<file path="src/rtl/lcd_word_feeder.sv">
// ---------------------------------------------------------------------------
// lcd_word_feeder
//
// Upstream feeder for the 2x16 character LCD driver. Processor words are
// buffered in a small FIFO and handed to the driver one at a time. Each word
// is presented on lcdData with a one-cycle lcdEnable pulse. The driver has no
// busy flag, so every driver reset and every write is followed by a fixed
// hold-off counted in clocks.
//
// Parameters
//   DEPTH      : FIFO entries (power of two, >= 2)
//   RST_WAIT   : clocks held off after an lcdRst pulse (>= 16)
//   WRITE_WAIT : clocks held off after an lcdEnable pulse (>= 97)
//
// Ports
//   clk        in   system clock (feeder posedge, driver samples negedge)
//   rst_n      in   asynchronous active-low reset
//   wordIn     in   18-bit word to display
//   wordValid  in   wordIn valid this cycle
//   wordReady  out  FIFO not full (from registered occupancy)
//   clear      in   single-cycle display re-initialisation request
//   lcdRst     out  registered one-cycle pulse to driver rst
//   lcdEnable  out  registered one-cycle pulse to driver enable
//   lcdData    out  registered word to driver dataIn, changes only on a pop
//   busy       out  high whenever the sequencer is not idle
//
// Build option
//   LCD_FEEDER_DEDUP_EN : when defined, a FIFO head equal to the last word
//                         written since the last driver reset is popped and
//                         dropped without a driver write.
// ---------------------------------------------------------------------------
module lcd_word_feeder #(
  parameter int DEPTH      = 4,
  parameter int RST_WAIT   = 20,
  parameter int WRITE_WAIT = 110
) (
  input  logic        clk,
  input  logic        rst_n,
  input  logic [17:0] wordIn,
  input  logic        wordValid,
  output logic        wordReady,
  input  logic        clear,
  output logic        lcdRst,
  output logic        lcdEnable,
  output logic [17:0] lcdData,
  output logic        busy
);

  localparam int DATA_W   = 18;
  localparam int PTR_W    = $clog2(DEPTH);
  localparam int CNT_MAXV = (RST_WAIT > WRITE_WAIT) ? RST_WAIT : WRITE_WAIT;
  // The hold-off counter only ever holds a value up to CNT_MAXV-1.
  localparam int CNT_W    = $clog2(CNT_MAXV);

  localparam logic [CNT_W-1:0] RST_LOAD = CNT_W'(RST_WAIT - 1);
  localparam logic [CNT_W-1:0] WR_LOAD  = CNT_W'(WRITE_WAIT - 1);
  localparam logic [CNT_W-1:0] TMR_ONE  = CNT_W'(1);
  localparam logic [PTR_W:0]   FULL_CNT = (PTR_W + 1)'(DEPTH);
  localparam logic [PTR_W:0]   OCC_ONE  = (PTR_W + 1)'(1);
  localparam logic [PTR_W-1:0] PTR_ONE  = PTR_W'(1);

  if (DEPTH < 2 || (DEPTH & (DEPTH - 1)) != 0) begin : g_bad_depth
    $error("lcd_word_feeder: DEPTH must be a power of two >= 2");
  end
  if (RST_WAIT < 16) begin : g_bad_rst_wait
    $error("lcd_word_feeder: RST_WAIT must be >= 16");
  end
  if (WRITE_WAIT < 97) begin : g_bad_write_wait
    $error("lcd_word_feeder: WRITE_WAIT must be >= 97");
  end

  typedef enum logic [2:0] {
    S_INIT    = 3'd0,
    S_RSTWAIT = 3'd1,
    S_IDLE    = 3'd2,
    S_LOAD    = 3'd3,
    S_BUSY    = 3'd4
  } state_t;

  state_t              r_state;
  state_t              w_state_nx;

  logic [DATA_W-1:0]   r_mem [DEPTH];
  logic [PTR_W-1:0]    r_wr_ptr;
  logic [PTR_W-1:0]    r_rd_ptr;
  logic [PTR_W:0]      r_count;

  logic [CNT_W-1:0]    r_cnt;
  logic [CNT_W-1:0]    w_cnt_nx;
  logic                r_clear_pend;

  logic                w_push;
  logic                w_pop;
  logic                w_write;
  logic                w_empty;
  logic                w_clear_req;
  logic                w_dup;
  logic                w_lcd_rst_nx;
  logic                w_lcd_en_nx;
  logic [DATA_W-1:0]   w_head;

  // -------------------------------------------------------------------------
  // FIFO status
  // -------------------------------------------------------------------------
  assign wordReady   = (r_count != FULL_CNT);
  assign w_empty     = (r_count == '0);
  assign w_push      = wordValid && wordReady;
  assign w_head      = r_mem[r_rd_ptr];
  assign busy        = (r_state != S_IDLE);
  // A clear arriving in the same cycle the sequencer sits in IDLE already
  // outranks a pop, so the raw request is folded in with the pending flag.
  assign w_clear_req = r_clear_pend | clear;

`ifdef LCD_FEEDER_DEDUP_EN
  logic [DATA_W-1:0] r_last_word;
  logic              r_last_valid;

  assign w_dup = r_last_valid && (w_head == r_last_word);

  always_ff @(posedge clk or negedge rst_n) begin
    if (!rst_n) begin
      r_last_word  <= '0;
      r_last_valid <= 1'b0;
    end else if (r_state == S_INIT) begin
      r_last_valid <= 1'b0;
    end else if (r_state == S_LOAD) begin
      r_last_word  <= lcdData;
      r_last_valid <= 1'b1;
    end
  end
`else
  assign w_dup = 1'b0;
`endif

  // -------------------------------------------------------------------------
  // Sequencer: state register
  // -------------------------------------------------------------------------
  always_ff @(posedge clk or negedge rst_n) begin
    if (!rst_n) begin
      r_state <= S_INIT;
    end else begin
      r_state <= w_state_nx;
    end
  end

  // -------------------------------------------------------------------------
  // Sequencer: next state and pop decision
  // -------------------------------------------------------------------------
  always_comb begin
    w_state_nx = r_state;
    w_pop      = 1'b0;
    w_write    = 1'b0;
    case (r_state)
      S_INIT: begin
        w_state_nx = S_RSTWAIT;
      end
      S_RSTWAIT: begin
        if (r_cnt == '0) w_state_nx = S_IDLE;
      end
      S_IDLE: begin
        if (w_clear_req) begin
          w_state_nx = S_INIT;
        end else if (!w_empty) begin
          w_pop = 1'b1;
          // A duplicate head is consumed but the sequencer stays in IDLE so
          // the following entry is looked at on the next cycle.
          if (!w_dup) begin
            w_write    = 1'b1;
            w_state_nx = S_LOAD;
          end
        end
      end
      S_LOAD: begin
        w_state_nx = S_BUSY;
      end
      S_BUSY: begin
        if (r_cnt == '0) w_state_nx = S_IDLE;
      end
      default: begin
        w_state_nx = S_INIT;
      end
    endcase
  end

  // -------------------------------------------------------------------------
  // Sequencer: output and hold-off counter next values
  // -------------------------------------------------------------------------
  always_comb begin
    w_lcd_rst_nx = (r_state == S_INIT);
    w_lcd_en_nx  = (r_state == S_LOAD);
    w_cnt_nx     = r_cnt;
    case (r_state)
      S_INIT:    w_cnt_nx = RST_LOAD;
      S_LOAD:    w_cnt_nx = WR_LOAD;
      S_RSTWAIT,
      S_BUSY: begin
        if (r_cnt != '0) w_cnt_nx = r_cnt - TMR_ONE;
      end
      default:   w_cnt_nx = r_cnt;
    endcase
  end

  always_ff @(posedge clk or negedge rst_n) begin
    if (!rst_n) begin
      lcdRst    <= 1'b0;
      lcdEnable <= 1'b0;
      lcdData   <= '0;
      r_cnt     <= '0;
    end else begin
      lcdRst    <= w_lcd_rst_nx;
      lcdEnable <= w_lcd_en_nx;
      r_cnt     <= w_cnt_nx;
      // lcdData moves only on a writing pop, so it is stable for the whole
      // driver write sequence that follows.
      if (w_write) lcdData <= w_head;
    end
  end

  always_ff @(posedge clk or negedge rst_n) begin
    if (!rst_n) begin
      r_clear_pend <= 1'b0;
    end else if (r_state == S_IDLE && w_clear_req) begin
      r_clear_pend <= 1'b0;
    end else if (clear) begin
      r_clear_pend <= 1'b1;
    end
  end

  // -------------------------------------------------------------------------
  // FIFO storage and pointers
  // -------------------------------------------------------------------------
  always_ff @(posedge clk) begin
    if (w_push) r_mem[r_wr_ptr] <= wordIn;
  end

  always_ff @(posedge clk or negedge rst_n) begin
    if (!rst_n) begin
      r_wr_ptr <= '0;
      r_rd_ptr <= '0;
      r_count  <= '0;
    end else begin
      if (w_push) r_wr_ptr <= r_wr_ptr + PTR_ONE;
      if (w_pop)  r_rd_ptr <= r_rd_ptr + PTR_ONE;
      case ({w_push, w_pop})
        2'b10:   r_count <= r_count + OCC_ONE;
        2'b01:   r_count <= r_count - OCC_ONE;
        default: r_count <= r_count;
      endcase
    end
  end

endmodule
</file>
<file path="config.mk">
export PLATFORM = sky130hd
export DESIGN_NAME = lcd_word_feeder
export DESIGN_NICKNAME = d
export VERILOG_FILES = /design/src/rtl/lcd_word_feeder.sv
export SDC_FILE = /design/constraint.sdc
export NUM_CORES = 1
export LEC_CHECK = 0
export ABC_AREA = 1
export CORE_UTILIZATION = 50
export CTS_CLUSTER_DIAMETER = 120
export CTS_CLUSTER_SIZE = 20
export DETAILED_ROUTE_END_ITERATION = 12
export PLACE_DENSITY = 0.71
export RECOVER_POWER = 100
export SYNTH_ARGS = -nofsm -noshare
export SYNTH_HDL_FRONTEND = slang
export SYNTH_SLANG_ARGS = --single-unit
</file>
<file path="constraint.sdc">
create_clock -name clk -period 6.25 [get_ports clk]
set_clock_uncertainty 0.15 [all_clocks]
set_input_delay 0.9375 -clock clk [delete_from_list [all_inputs] [get_ports clk]]
set_output_delay 0.9375 -clock clk [all_outputs]
set_load 0.03 [all_outputs]
</file>
==> results.md <==
- The count of nets left with antenna violations once routing finished came out at 0.
- Compared with the post-synthesis result, the final layout area differs by 13.9%.
- Of all nets on the critical path, the largest fanout is 20.
- The destination of the worst register-to-register timing path is r_count[2].
- The initial antenna violation count came to 0.
- The pin count of the biggest net entering global routing is 39.
- Hold repair after CTS inserted 0 buffers.
- In this run, CTS created clock tree buffers numbering 9.
- A synthesized cell averages between 10 and 15 um2.
- The number of global-route vias before repair came to approximately 2.9k.
- The number of placement rows is 34.
- The worst hold path terminates at r_count[0].
- The CTS H-tree depth is 3.
- The final total power is approximately 0.0024 W.
- The final design instance area without fill is 0.00520 mm2.
- The master cell of the clock root buffer is sky130_fd_sc_hd__clkbuf_8.
- The largest buffer count on any clock path is 2.
- The minimum clock period is between 3 and 4 ns.
- The count of buffers from port buffering is 43.
- Setup violations remaining at the end of the flow were counted as 0.
- The net count after synthesis is about 450.
- The clock-pin slew of the registers on the worst-case setup and hold paths is 0.11 ns.
- In this run the power density over the cells is 452 mW/mm2.
- The CTS tree is built.
- Before CTS, the worst setup slack after placement is between 2 and 2.5 ns.
- Traced cell by cell, the critical path runs through dlygate4sd3_1 > inv_1 > nand2_1 > nor2_1 > nand2_1 > inv_1 > ha_1 > inv_1 > fa_1 > nor2_1 > nor2_1 > nand2_1 > xor2_1.
- Together, buffers and inverters on the worst path number 4.
- 0 antenna diodes ended up in the layout.
- The first global-routing pass estimated between 10000 and 15000 um of wire.
- In this run, synthesis produced a sequential element count of 110.
- Synthesis produced a netlist whose cell count is 420.
- The starting density of the core is between 50% and 60%.
- STA classifies the critical path endpoint as a flip-flop.
- Using the TritonRoute via totals, the vias-per-cell ratio works out to just over 5.
- The part of the cycle the worst path needs is 60.4%.
- The total number of yosys warnings is 0.
- The remaining max-slew budget at the tightest pin is -31.3%.
- Once detailed placement completed, the half-perimeter wirelength came to 5180 um.
- The clock net in this run drives a total of 110 sinks.
- Fill cells in the final layout number just over 700.
- The distinct cell type count after synthesis is 30.
- The measured slew at the worst slew-check pin is slightly below 2 ns.
- For this design the static power due to leakage is ~2.2 nW.
- The arrival time reported for the critical path endpoint is 3.92 ns.
- The checks that failed: capacitance limit, slew limit.
- Of the cells placed in the final design, the portion with a size suffix greater than 1 is ~4.1%.
- The core outline area is 0.00876 mm2.
- The minimum setup slack among reg-to-reg paths is ~2.9 ns.
- At the end of routability-driven placement, the weighted congestion stood at roughly 0.85.
- The net count reported at finish is between 400 and 500.
- The post-synthesis instance area is 0.00457 mm2.
- The floorplan step defined a die boundary enclosing 0.00952 mm2.
- The number of stages on the worst hold path is 1.
- The tool flagged a number of max-cap violations equal to 1.
- The number of gates resized after CTS was 0.
- The die outline width is about 98 um.
- The launch instance of the worst min-delay path is r_count[0].
- The launch point of the worst reg-to-reg path is r_state[0].
- Global routing finished with a remaining overflow of 0.
- The count of buffers added by post-CTS timing repair for setup is 0.
- The final hold violation count is 0.
- Setup total negative slack on the finished layout was measured at 0 ns.
- The run finished, with violations left.
- The data required time of the worst path is about 6.4 ns.
- The detailed-route DRC error count is 0.
- The worst-path cell with the longest stage delay is sky130_fd_sc_hd__inv_1.
- Setup repair after global routing left no endpoint under its margin.
- The peak supply drop is about 0.17 mV.
- The maximum achievable frequency is ~260 MHz.
- STA classifies the critical path startpoint as an input port.
- The maximum single-stage delay on the critical path is between 0.6 and 0.7 ns.
- Sequential elements use 68.2% of the synthesized area.
- Measured in cells, the most critical reg-to-reg path has a length of 12.
- The y dimension of the die is a little under 100 um.
- The total iterations of the first detailed-routing run is 5.
- The setup slack after layout is roughly 2.5 ns.
- Dividing the detail-routed wire length by the instance count gives ~14 um.
- Once placement finished, the instance area stood at approximately 0.005 mm2.
- The detailed-route wire length is 7940 um.
- For this block, the initial DRC count from the detailed router was between 200 and 250.
- The classification of the worst-slack hold path is reg2reg.
- The total global routing track utilization is approximately 18%.
- The detailed router placed between 2k and 3k vias in this run.
- The top-level I/O count is between 40 and 50.
- For the worst-skew pair, the clock arrives at the later sink with an insertion delay of roughly 0.36 ns.
- The cell type group with the largest total delay on the critical path is buffers and inverters.
- The max-slew violation count is 39.
- The type of the worst setup path is in2reg.
==> synth_stat cells <==
| cell | n | share of area [%] |
|---|---|---|
| sky130_fd_sc_hd__nand2_1 | 95 | 7.8 |
| sky130_fd_sc_hd__nor2_1 | 73 | 6.0 |
| sky130_fd_sc_hd__edfxtp_1 | 72 | 47 |
| sky130_fd_sc_hd__o21ai_0 | 57 | 6.2 |
| sky130_fd_sc_hd__dfrtp_1 | 38 | 21 |
| sky130_fd_sc_hd__inv_1 | 28 | 2.3 |
| sky130_fd_sc_hd__nand3_1 | 11 | 1.2 |
| sky130_fd_sc_hd__buf_2 | 7 | 0.77 |
| sky130_fd_sc_hd__ha_1 | 6 | 1.6 |
| sky130_fd_sc_hd__o21ai_1 | 6 | 0.66 |
| sky130_fd_sc_hd__clkbuf_1 | 3 | 0.25 |
| sky130_fd_sc_hd__a21oi_1 | 2 | 0.22 |
| sky130_fd_sc_hd__buf_4 | 2 | 0.33 |
| sky130_fd_sc_hd__nor2_4 | 2 | 0.49 |
| sky130_fd_sc_hd__xnor2_1 | 2 | 0.38 |
| sky130_fd_sc_hd__xor2_1 | 2 | 0.38 |
| sky130_fd_sc_hd__a21oi_2 | 1 | 0.19 |
| sky130_fd_sc_hd__and2_2 | 1 | 0.16 |
| sky130_fd_sc_hd__buf_1 | 1 | 0.082 |
| sky130_fd_sc_hd__buf_6 | 1 | 0.25 |
| sky130_fd_sc_hd__buf_8 | 1 | 0.33 |
| sky130_fd_sc_hd__clkinv_1 | 1 | 0.082 |
| sky130_fd_sc_hd__fa_1 | 1 | 0.44 |
| sky130_fd_sc_hd__nand2_2 | 1 | 0.14 |
| sky130_fd_sc_hd__nand2_4 | 1 | 0.25 |
| sky130_fd_sc_hd__nand4_1 | 1 | 0.14 |
| sky130_fd_sc_hd__nor2_2 | 1 | 0.14 |
| sky130_fd_sc_hd__nor2_8 | 1 | 0.44 |
| sky130_fd_sc_hd__o21a_1 | 1 | 0.16 |
| sky130_fd_sc_hd__xor2_2 | 1 | 0.36 |
==> where the power goes <==
group,switching [W],internal [W]
Clock,0.000243,0.000154
Sequential,0.000148,0.000985
Combinational,0.000539,0.000283
==> cells by family after synthesis <==
group | after synthesis | share of synthesized area, %
compound gates | 67 | 7.48
xor+xnor | 5 | 1.12
fa+ha+maj | 7 | 2.08
buf+inv | 44 | 4.38
flops | 110 | 68.2
simple gates | 187 | 16.8
==> worst max path at each step <==
stage / end / cells after the start / slack [ns] / start
detailed placement: r_count[2] / 13 / 2.46 / clear
global route: r_count[2] / 13 / 2.09 / clear
finish: r_count[2] / 13 / 2.47 / clear
floorplan: r_count[2] / 13 / 3.68 / clear
global placement: r_count[2] / 13 / 2.56 / clear
CTS: lcdData[1] / 5 / 2.75 / r_rd_ptr[0]
==> state kept, by name, summed over array words and instances, names as in the netlist <==
register,flops
lcdData,18
lcdEnable,1
lcdRst,1
r_clear_pend,1
r_cnt,7
r_count,3
r_mem,72
r_rd_ptr,2
r_state,3
r_wr_ptr,2
==> through the flow <==
| step | hold slack [ns] | cells | util [%] |
|---|---|---|---|
| 2_1_floorplan | 0.296 | 420 | - |
| 3_3_place_gp | 0.316 | 560 | 57.8 |
| 3_5_place_dp | 0.321 | 560 | 57.8 |
| 4_1_cts | 0.337 | 576 | 60.0 |
| 5_1_grt | 0.370 | 576 | 59.4 |
| 6_report | 0.338 | 576 | 59.4 |
==> routing by layer <==
| layer | GRT usage [%] | routed length (um) | vias to the layer above |
|---|---|---|---|
| met5 | 0 | 0 | - |
| met4 | 6.45 | 82 | 0 |
| met3 | 2.73 | 274 | 9 |
| met2 | 30.1 | 3880 | 62 |
| met1 | 24.7 | 3710 | 1376 |
| li1 | - | - | 1477 |
==> placed cells by master (no fill, tap or decap), drive strengths merged <==
cell,count
nand2,97
nor2,77
edfxtp,72
o21ai,63
dlygate4sd3,42
dfrtp,38
inv,30
clkbuf,14
nand3,11
ha,6
clkinv,6
a21oi,3
xor2,3
xnor2,2
o21a,1
and2,1
nand4,1
fa,1
==> worst reg2reg max path, stage by stage (launching register included) <==
cell,delay (ns)
sky130_fd_sc_hd__dfrtp_1,0.44
sky130_fd_sc_hd__nor2_1,0.32
sky130_fd_sc_hd__nand2_4,0.07
sky130_fd_sc_hd__nor2_1,0.21
sky130_fd_sc_hd__nand2_1,0.43
sky130_fd_sc_hd__inv_1,0.63
sky130_fd_sc_hd__ha_1,0.25
sky130_fd_sc_hd__inv_1,0.07
sky130_fd_sc_hd__fa_1,0.38
sky130_fd_sc_hd__nor2_1,0.11
sky130_fd_sc_hd__nor2_1,0.04
sky130_fd_sc_hd__nand2_1,0.07
sky130_fd_sc_hd__xor2_1,0.14
==> area by class of cell <==
type / instances / area [um2] / area share [%]
clock buffers: 9 / 124 / 2.38
multi-input cells: 266 / 1210 / 23.3
inverters: 29 / 109 / 2.09
flip-flops and latches: 110 / 3110 / 59.9
well taps: 108 / 135 / 2.60
repair buffers: 47 / 439 / 8.44
clock inverters: 7 / 67.6 / 1.30
No activity file was read; power rests on OpenSTA's default activity.
